## src/rtl/alu_arbiter.sv

```systemverilog
// Round-robin arbiter that shares one 4-bit ALU between two requesters.
// Only one operation is in flight; its operands are held on the ALU until the result is taken.
module alu_arbiter #(
   parameter int ALU_LATENCY = 1
) (
   input  logic       clk,
   input  logic       rst,
   input  logic [1:0] req_valid,
   output logic [1:0] req_ready,
   input  logic [5:0] req_op,
   input  logic [7:0] req_a,
   input  logic [7:0] req_b,
   output logic [1:0] resp_valid,
   input  logic [1:0] resp_ready,
   output logic [4:0] resp_q,
   output logic       busy,
   output logic [2:0] alu_op,
   output logic [3:0] alu_a,
   output logic [3:0] alu_b,
   input  logic [4:0] alu_q
);

   typedef enum logic [1:0] {IDLE, EXEC, RESP} state_e;

   localparam logic [3:0] CntLoad = 4'(ALU_LATENCY - 1);

   state_e     state_q, state_d;
   logic       grant_q, grant_d;
   logic       lastGrant_q, lastGrant_d;
   logic [3:0] cnt_q, cnt_d;
   logic [2:0] aluOp_q, aluOp_d;
   logic [3:0] aluA_q, aluA_d;
   logic [3:0] aluB_q, aluB_d;
   logic [4:0] respQ_q, respQ_d;
   logic       winner;

   // On a tie the requester that did not win last time goes next.
   always_comb begin
      winner = (req_valid == 2'b11) ? ~lastGrant_q : req_valid[1];
   end

   always_ff @(posedge clk) begin
      if (rst) begin
         state_q     <= IDLE;
         grant_q     <= 1'b0;
         lastGrant_q <= 1'b1;
         cnt_q       <= '0;
         aluOp_q     <= '0;
         aluA_q      <= '0;
         aluB_q      <= '0;
         respQ_q     <= '0;
      end else begin
         state_q     <= state_d;
         grant_q     <= grant_d;
         lastGrant_q <= lastGrant_d;
         cnt_q       <= cnt_d;
         aluOp_q     <= aluOp_d;
         aluA_q      <= aluA_d;
         aluB_q      <= aluB_d;
         respQ_q     <= respQ_d;
      end
   end

   always_comb begin
      state_d     = state_q;
      grant_d     = grant_q;
      lastGrant_d = lastGrant_q;
      cnt_d       = cnt_q;
      aluOp_d     = aluOp_q;
      aluA_d      = aluA_q;
      aluB_d      = aluB_q;
      respQ_d     = respQ_q;
      req_ready   = '0;
      resp_valid  = '0;
      case (state_q)
         IDLE: begin
            if (|req_valid) begin
               req_ready[winner] = 1'b1;
               grant_d           = winner;
               lastGrant_d       = winner;
               cnt_d             = CntLoad;
               aluOp_d           = winner ? req_op[5:3] : req_op[2:0];
               aluA_d            = winner ? req_a[7:4]  : req_a[3:0];
               aluB_d            = winner ? req_b[7:4]  : req_b[3:0];
               state_d           = EXEC;
            end
         end
         EXEC: begin
            if (cnt_q == '0) begin
               respQ_d = alu_q;
               state_d = RESP;
            end else begin
               cnt_d = cnt_q - 4'd1;
            end
         end
         RESP: begin
            resp_valid[grant_q] = 1'b1;
            if (resp_ready[grant_q]) begin
               state_d = IDLE;
            end
         end
         default: state_d = IDLE;
      endcase
   end

   assign busy   = (state_q != IDLE);
   assign resp_q = respQ_q;
   assign alu_op = aluOp_q;
   assign alu_a  = aluA_q;
   assign alu_b  = aluB_q;

endmodule

```

## config.mk

```make
export PLATFORM = sky130hd
export DESIGN_NAME = alu_arbiter
export DESIGN_NICKNAME = d
export VERILOG_FILES = /design/src/rtl/alu_arbiter.sv
export SDC_FILE = /design/constraint.sdc
export NUM_CORES = 1
export LEC_CHECK = 0
export ABC_AREA = 0
export CAP_MARGIN = 20
export CORE_ASPECT_RATIO = 0.5
export CORE_MARGIN = 5
export CORE_UTILIZATION = 35
export CTS_CLUSTER_SIZE = 20
export DETAILED_ROUTE_END_ITERATION = 10
export PLACE_DENSITY_LB_ADDON = 0.05
export SLEW_MARGIN = 0
export SYNTH_ARGS = -nofsm -noshare
export SYNTH_HDL_FRONTEND = slang
export SYNTH_SLANG_ARGS = --single-unit
```

## constraint.sdc

```tcl
create_clock -name clk -period 1.7 [get_ports clk]
set_input_delay 0.34 -clock clk [delete_from_list [all_inputs] [get_ports clk]]
set_output_delay 0.34 -clock clk [all_outputs]
set_load 0.02 [all_outputs]
```

==> flow_summary.ini, run 1 <==
[die]
coreArea_um2 = 3416
pin_count = 54
rows = 15
die_h_um = 52.09
dieWidth_um = 94.18
dieArea_um2 = 4905
initial_utilization_pct = 36.30

[sta]
min_period_over_period_pct = 96.44
drv_slew = 0
finalSetupViolCount = 0
fmax_mhz = 609.9
hold_viol = 0
fin_tns_setup_ps = 0
skew_ps = 6.219
max_slew_margin_pct = 75.34
tightest_slew_ps = 369.1
whs_ps = 476.8
rsz0062_at_grt = no
min_period_ps = 1640

[drt]
routed_via_density = 4.816
antenna_left = 0
wire_per_inst_um = 13.18
vias = 1127
drc_errors = 0
drt_iter0_drc = 20
finalWirelength_mm = 3.084
drtPass1Iterations = 4

[yosys]
synth_edf_count = 0
avgSynthCellArea_um2 = 10.60
synth_cells = 117
synth-simple-area-share_pct = 29.16
synth-xor-area-share_pct = 0
synthArstFlopShare_pct = 0
synth_top_family_by_area = simple AND/OR/NAND/NOR gates
synth_nets = 152
yosys-top-cells-area = dfxtp_1 (39%), nor4b_2 (11%), a221o_1 (7.3%)
synth_flop_cell = dfxtp_1
synth_area_um2 = 1240
synth.most_common_cell = dfxtp_1
synth-seq-area-share_pct = 38.75
yosysWarnings = 0
synthMuxAreaShare_pct = 6.458
synth_fa_ha_area_share_pct = 2.018
synth_area_leader_cell = dfxtp_1
synth_top_area_share_pct = 38.75
synth-seq-cells = 24
ys_top_cells_by_count = dfxtp_1 (24), nand2b_1 (12), a221o_1 (9), nor4b_2 (9), mux2i_1 (8)
synth_cell_types = 38
synth_compound_gate_area_share_pct = 19.07

[critical_path]
slowest_delay_ps = 360
cp.required_ps = 1360
endpoint_kind = output port
cp_slowest_cell = dlygate4sd2_1
crit_buf_inv = 2
setup.worst_path.class = flop to output port
crit_family = buffers and inverters
cp_cell_sequence = buf_4 > nor3b_1 > dlygate4sd2_1
crit_fanout = 8
critPathArrivalTime_ps = 1300
critPathLaunchType = flop

[clocking]
clock_latency_ps = 270
cts-root-buf = clkbuf_8
cts_htree_levels = 1
clk_pin_slew_ps = 80
cts_setup_buffers = 0
clock_path_buffers = 2
clock_sinks = 24
cts_tree = yes
cts_made_buffers = 3

[global_route]
track_usage_pct = 12.44
grt_pass1_wl_mm = 4.836
grt_pass1_vias = 1069
use_met2_pct = 19.84
grt_util_met1_pct = 16.32
grt_max_degree = 18
grt.met3_usage_pct = 4.624
grt.busiest_layer = met2
antenna_found_initial = 0
grt-ovfl-total = 0

[final_layout]
n_fill_cell = 331
drive_gt1_share_pct = 20.77
area_growth_pct = 59.84
insertedDiodeCount = 0
regArea_um2 = 481.7
final_net_count = 220
multiInputGateArea_um2 = 711.9

[power_and_ir_drop]
internal-power_uw = 1068
p_total_uw = 1517
combPwrFrac_pct = 34.7
switchingPower_uw = 449.6
cellPowerDensity_nw_per_um2 = 765.5
seqPwrFrac_pct = 43.0
peakVddDrop_v = 0.0003967
pwr-share-clk_pct = 22.3
p_sw_share_pct = 29.63
cellLeakagePower_uw = 0.0007705

[worst_hold_path]
hold_path.class = flop to flop

[flow_run]
drv_cap = 0

[placement]
place.gp.congestion = 0.7220
place_hpwl_mm = 2.393
portBuffers = 53

[outcome]
status = completed
## worst register-to-register path, cell delays in order, from the launching register on
cell and delay (ps):
dfxtp_2 360, buf_4 140, or3b_1 380, buf_4 180, nor4b_2 250, a221o_1 140
## area by class of cell
cell class | instances | share of cell area, %
multi-input cells | 81 | 35.92
repair buffers | 71 | 33.71
flip-flops and latches | 24 | 24.31
well taps | 51 | 3.220
clock buffers | 3 | 2.083
inverters | 4 | 0.7576
## power groups by stage
stage / logic [uW] / registers (uW) / clock network [uW]
after global routing: 564 / 658 / 377
after global placement: 536 / 660 / 0
after detailed placement: 540 / 662 / 0
final: 527 / 652 / 339
after CTS: 534 / 652 / 351
after floorplan: 202 / 719 / 0
## layer usage
| metal | wire length (um) | vias to the layer above |
|---|---|---|
| met5 | 0 | - |
| met2 | 1338 | 31 |
| met4 | 21 | 0 |
| met1 | 1510 | 518 |
| met3 | 214 | 5 |
| li1 | - | 573 |
## flip-flops by register name (all words and copies together), names as in the netlist
name	flops
resp_q	5
alu_a	4
alu_b	4
cnt_q	4
alu_op	3
state_q	2
grant_q	1
lastGrant_q	1
## placed cells by master, fill, tap and decap left out, types with 2 or more instances in the layout
| cell type | count |
|---|---|
| a21boi_1 | 2 |
| o21ai_1 | 2 |
| nor2_1 | 5 |
| nor4b_2 | 9 |
| clkbuf_8 | 3 |
| inv_1 | 4 |
| dfxtp_1 | 23 |
| nand2b_1 | 12 |
| a211oi_1 | 2 |
| a31o_1 | 2 |
| nor3b_1 | 2 |
| or3b_1 | 2 |
| mux2i_1 | 8 |
| nor4_1 | 2 |
| a21oi_1 | 2 |
| ha_1 | 2 |
| buf_4 | 18 |
| clkdlybuf4s50_1 | 46 |
| dlygate4sd2_1 | 4 |
| a311oi_1 | 2 |
| a221o_1 | 9 |
## stage by stage
step	area, um2	util [%]	setup WS, ps	std cells
finish	1982	58.02	60.44	234
global route	1982	58.02	3.803	234
CTS	1976	57.84	-52.51	234
detailed placement	1941	56.81	-505.5	231
global placement	1941	56.81	-498.9	231
floorplan	1240	-	369.3	117
## worst paths after layout
path	from	endpoint	slack, ps	cells after the start
max	state_q[0]	resp_valid[0]	60	3
min	resp_q[0]	resp_q[0]	480	2
max reg2reg	state_q[1]	alu_b[0]	200	5
min reg2reg	resp_q[0]	resp_q[0]	480	2
## cell families after synthesis
family	count (synthesis)
simple gates	44
compound gates	27
flops	24
buf+inv	12
mux	8
fa+ha+maj	2
## repair_timing
item / in CTS / in global routing
resized for setup: 15 / 2
hold buffers: 0 / 0
hold endpoints to repair: 0 / 0
setup endpoints to repair: 7 / 2
No activity file was read; power rests on OpenSTA's default activity.
==> run 2, diff against run 1 <==
HOLD_SLACK_MARGIN = 0.02   (was not set)
REMOVE_ABC_BUFFERS = 1   (was not set)
==> flow_summary.ini, run 2 (synthesis results as in run 1) <==
[outcome]
status = completed

[critical_path]
cp_cell_sequence = clkdlybuf4s50_1 > buf_4 > or3b_1 > a211oi_4 > buf_4 > a221o_1
setup.worst_path.class = input pin to flop
critPathArrivalTime_ps = 1850
crit_family = buffers and inverters
critPathLaunchType = input pin
endpoint_kind = flop
cp_slowest_cell = clkdlybuf4s50_1
slowest_delay_ps = 490
crit_fanout = 6
crit_buf_inv = 3
worst_path_most_repeated_cell = buf_4
cp.required_ps = 1920

[die]
coreArea_um2 = 3416
initial_utilization_pct = 36.30
rows = 15
pin_count = 54
die_h_um = 52.09
dieArea_um2 = 4905
dieWidth_um = 94.18

[drt]
wire_per_inst_um = 13.45
antenna_left = 0
finalWirelength_mm = 3.160
drc_errors = 0
drt_iter0_drc = 33
routed_via_density = 4.702
vias = 1105
drtPass1Iterations = 4

[sta]
finalSetupViolCount = 0
fin_tns_setup_ps = 0
whs_ps = 478.6
tightest_slew_ps = 427.7
hold_viol = 0
rsz0062_at_grt = no
fmax_mhz = 611.6
skew_ps = 1.928
min_period_over_period_pct = 96.19
drv_slew = 0
final.setup.worst_slack_ps = 64.85
min_period_ps = 1635
max_slew_margin_pct = 71.39

[final_layout]
drive_gt1_share_pct = 21.74
layout_common_cells = clkdlybuf4s50_1 (47), dfxtp_1 (22), buf_4 (18), nand2b_1 (12)
insertedDiodeCount = 0
utilization_pct = 58.32
final_net_count = 220
final_common_cell = clkdlybuf4s50_1
largest_reg_flops = 5
stdcell_count = 235
area_growth_pct = 60.65

[global_route]
antenna_found_initial = 0
track_usage_pct = 13.50
grt_pass1_vias = 1098
grt-ovfl-total = 0
grt_max_degree = 14
grt_pass1_wl_mm = 5.106

[placement]
place_hpwl_mm = 2.485
portBuffers = 53
pre_cts_slack_ps = -473.9
dp_cells = 231
place.gp.congestion = 0.7978

[clocking]
clock_latency_ps = 270
clock_sinks = 24
cts_tree = yes
clock_path_buffers = 2
clk_pin_slew_ps = 90
cts_setup_buffers = 0
cts_made_buffers = 3
cts_htree_levels = 1
postCtsHoldBufs = 0
cts-root-buf = clkbuf_8

[power_and_ir_drop]
cellLeakagePower_uw = 0.0007769
cellPowerDensity_nw_per_um2 = 787.1
peakVddDrop_v = 0.0003863

[flow_run]
drv_cap = 0

[worst_hold_path]
hold_path.class = flop to flop
-- run 2: per-stage QoR --
step                      total power [uW]  cell area [um2]
after floorplan                      899.2             1199
after global placement                1188             1928
after detailed placement              1191             1928
after CTS                             1589             1986
after global routing                  1652             1992
final                                 1568             1992
-- run 2: per-layer routing --
layer  vias to the layer above  track usage, %  routed length, um
li1                        574               -                  -
met1                       508           16.78               1508
met2                        19           22.42               1482
met3                         4           4.624                143
met4                         0           3.597                 25
met5                         -               0                  0
-- run 2: final timing paths --
check | cells after the start | endpoint | slack, ps | startpoint
worst min register to register | 2 | resp_q[2] | 480 | resp_q[2]
worst max-delay path | 6 | alu_op[1] | 60 | req_valid[1]
worst max register to register | 5 | alu_op[1] | 220 | state_q[0]
worst min-delay path | 2 | resp_q[2] | 480 | resp_q[2]
-- run 2: repair_timing --
action | 4_1_cts | 5_1_grt
endpoints found under the hold margin | 0 | 0
resized for setup | 14 | 4
endpoints found under the setup margin | 5 | 11
-- run 2: final cells by class --
type | count | area (um2)
multi-input combinational | 81 | 714.4
inverter | 4 | 15.01
sequential | 24 | 483.0
timing repair buffer | 71 | 660.6
fill | 316 | 1424
clock buffer | 4 | 55.05
tap | 51 | 63.81
-- run 2: power by group --
part / switching (uW) / total [uW] / leakage, uW / internal (uW)
clock network: 190 / 397 / 0.0000288 / 207
logic: 233 / 516 / 0.000550 / 283
registers: 36.6 / 655 / 0.000198 / 618
-- run 2: tightest hold or removal path, delay by kind of cell (launching register included) --
| family | cells | cell delay, ps |
|---|---|---|
| AND/OR/NAND/NOR | 1 | 60 |
| flip-flops | 1 | 320 |
| multiplexers | 1 | 50 |
==> run 3, diff against run 2 <==
CORE_MARGIN = 10   (was 5)
CTS_BUF_LIST = sky130_fd_sc_hd__clkbuf_2 sky130_fd_sc_hd__clkbuf_4 sky130_fd_sc_hd__clkbuf_8   (was not set)
GPL_TIMING_DRIVEN = 0   (was not set)
==> flow_summary.ini, run 3 (synthesis results as in run 1) <==
[final_layout]
regArea_um2 = 484.2
multiInputGateArea_um2 = 724.4
utilization_pct = 55.27
largest_reg_flops = 5
final_common_cell = clkdlybuf4s50_1
final_net_count = 205
insertedDiodeCount = 0
layout_common_cells = clkdlybuf4s50_1 (45), dfxtp_1 (21), nand2b_1 (12), nor4b_2 (9), a221o_1 (9)
n_fill_cell = 331
drive_gt1_share_pct = 16.57
final_cell_area_um2 = 1888
area_growth_pct = 52.27
stdcell_count = 220

[sta]
finalSetupViolCount = 0
hold_viol = 0
skew_ps = 5.504
max_slew_margin_pct = 54.69
drv_slew = 0
fmax_mhz = 619.3
final.setup.worst_slack_ps = 85.21
min_period_over_period_pct = 94.99
min_period_ps = 1615
tightest_slew_ps = 679.7

[drt]
routed_via_density = 4.905
wire_per_inst_um = 15.00
drtPass1Iterations = 4
antenna_left = 0
drc_errors = 0
drt_iter0_drc = 24
vias = 1079
finalWirelength_mm = 3.299

[die]
dieArea_um2 = 6468
die_h_um = 62.09
coreArea_um2 = 3416
dieWidth_um = 104.2
rows = 15
pin_count = 54
initial_utilization_pct = 36.30

[power_and_ir_drop]
peakVddDrop_v = 0.0004691
p_total_uw = 1525
cellLeakagePower_uw = 0.0006956
cellPowerDensity_nw_per_um2 = 807.5

[critical_path]
critPathLaunchType = flop
cp.required_ps = 1360
endpoint_kind = output port
crit_fanout = 9
critPathArrivalTime_ps = 1270
setup.worst_path.class = flop to output port

[placement]
portBuffers = 53
place_hpwl_mm = 2.518
pre_cts_slack_ps = -873.4
place.gp.congestion = 0.7525
dp_cells = 213
dpl_cell_area_um2 = 1793

[global_route]
grt_max_degree = 29
track_usage_pct = 9.944
grt_pass1_wl_mm = 5.181
grt_pass1_vias = 1070
grt-ovfl-total = 0
antenna_found_initial = 0

[clocking]
cts_made_buffers = 3
clock_path_buffers = 2
clock_sinks = 24
postCtsHoldBufs = 0
cts_tree = yes
clk_pin_slew_ps = 90
cts_htree_levels = 1
clock_latency_ps = 260
cts-root-buf = clkbuf_8

[flow_run]
drv_cap = 0

[outcome]
status = completed

[worst_hold_path]
hold_path.class = flop to flop
-- run 3: area by class of cell --
| cell class | count | area share, % |
|---|---|---|
| multi-input cells | 81 | 38.37 |
| repair buffers | 56 | 28.89 |
| flip-flops and latches | 24 | 25.65 |
| well taps | 51 | 3.380 |
| clock buffers | 4 | 2.916 |
| inverters | 4 | 0.7952 |
-- run 3: metrics by stage --
stage,setup TNS [ps],hold slack (ps)
global route,-16.98,501.8
floorplan,0,412.1
CTS,0,484.8
finish,0,479.1
detailed placement,-15890,464.2
global placement,-15650,458.4
-- run 3: repair_timing --
action	CTS	global route
pin swaps	1	1
setup buffers	1	2
gates resized for setup	20	3
endpoints found under the setup margin	25	11
-- run 3: routing by layer --
metal / part of all wire [%] / global-route usage [%] / routed length [um]
met4: 0.12 / 0.7859 / 4
met3: 7.6 / 5.247 / 252
met2: 51 / 18.01 / 1679
met5: 0 / 0 / 0
met1: 41 / 10.82 / 1362
-- run 3: critical path, stage by stage (launching register included) --
cell and delay, ps:
dfxtp_2 380, nor2_4 160, and2_1 140, dlygate4sd2_1 330
-- run 3: final timing paths --
check	startpoint	endpoint	slack (ps)	cells after the start
hold reg to reg	resp_q[2]	resp_q[2]	480	2
setup reg to reg	state_q[1]	alu_b[2]	160	3
hold / removal	resp_q[2]	resp_q[2]	480	2
setup / recovery	state_q[0]	req_ready[1]	90	3
-- run 3: power by group --
part	switching (uW)	internal [uW]	leakage, uW	total (uW)
clock network	179	207	0.0000288	385
logic	225	252	0.000469	478
registers	42.5	619	0.000197	661
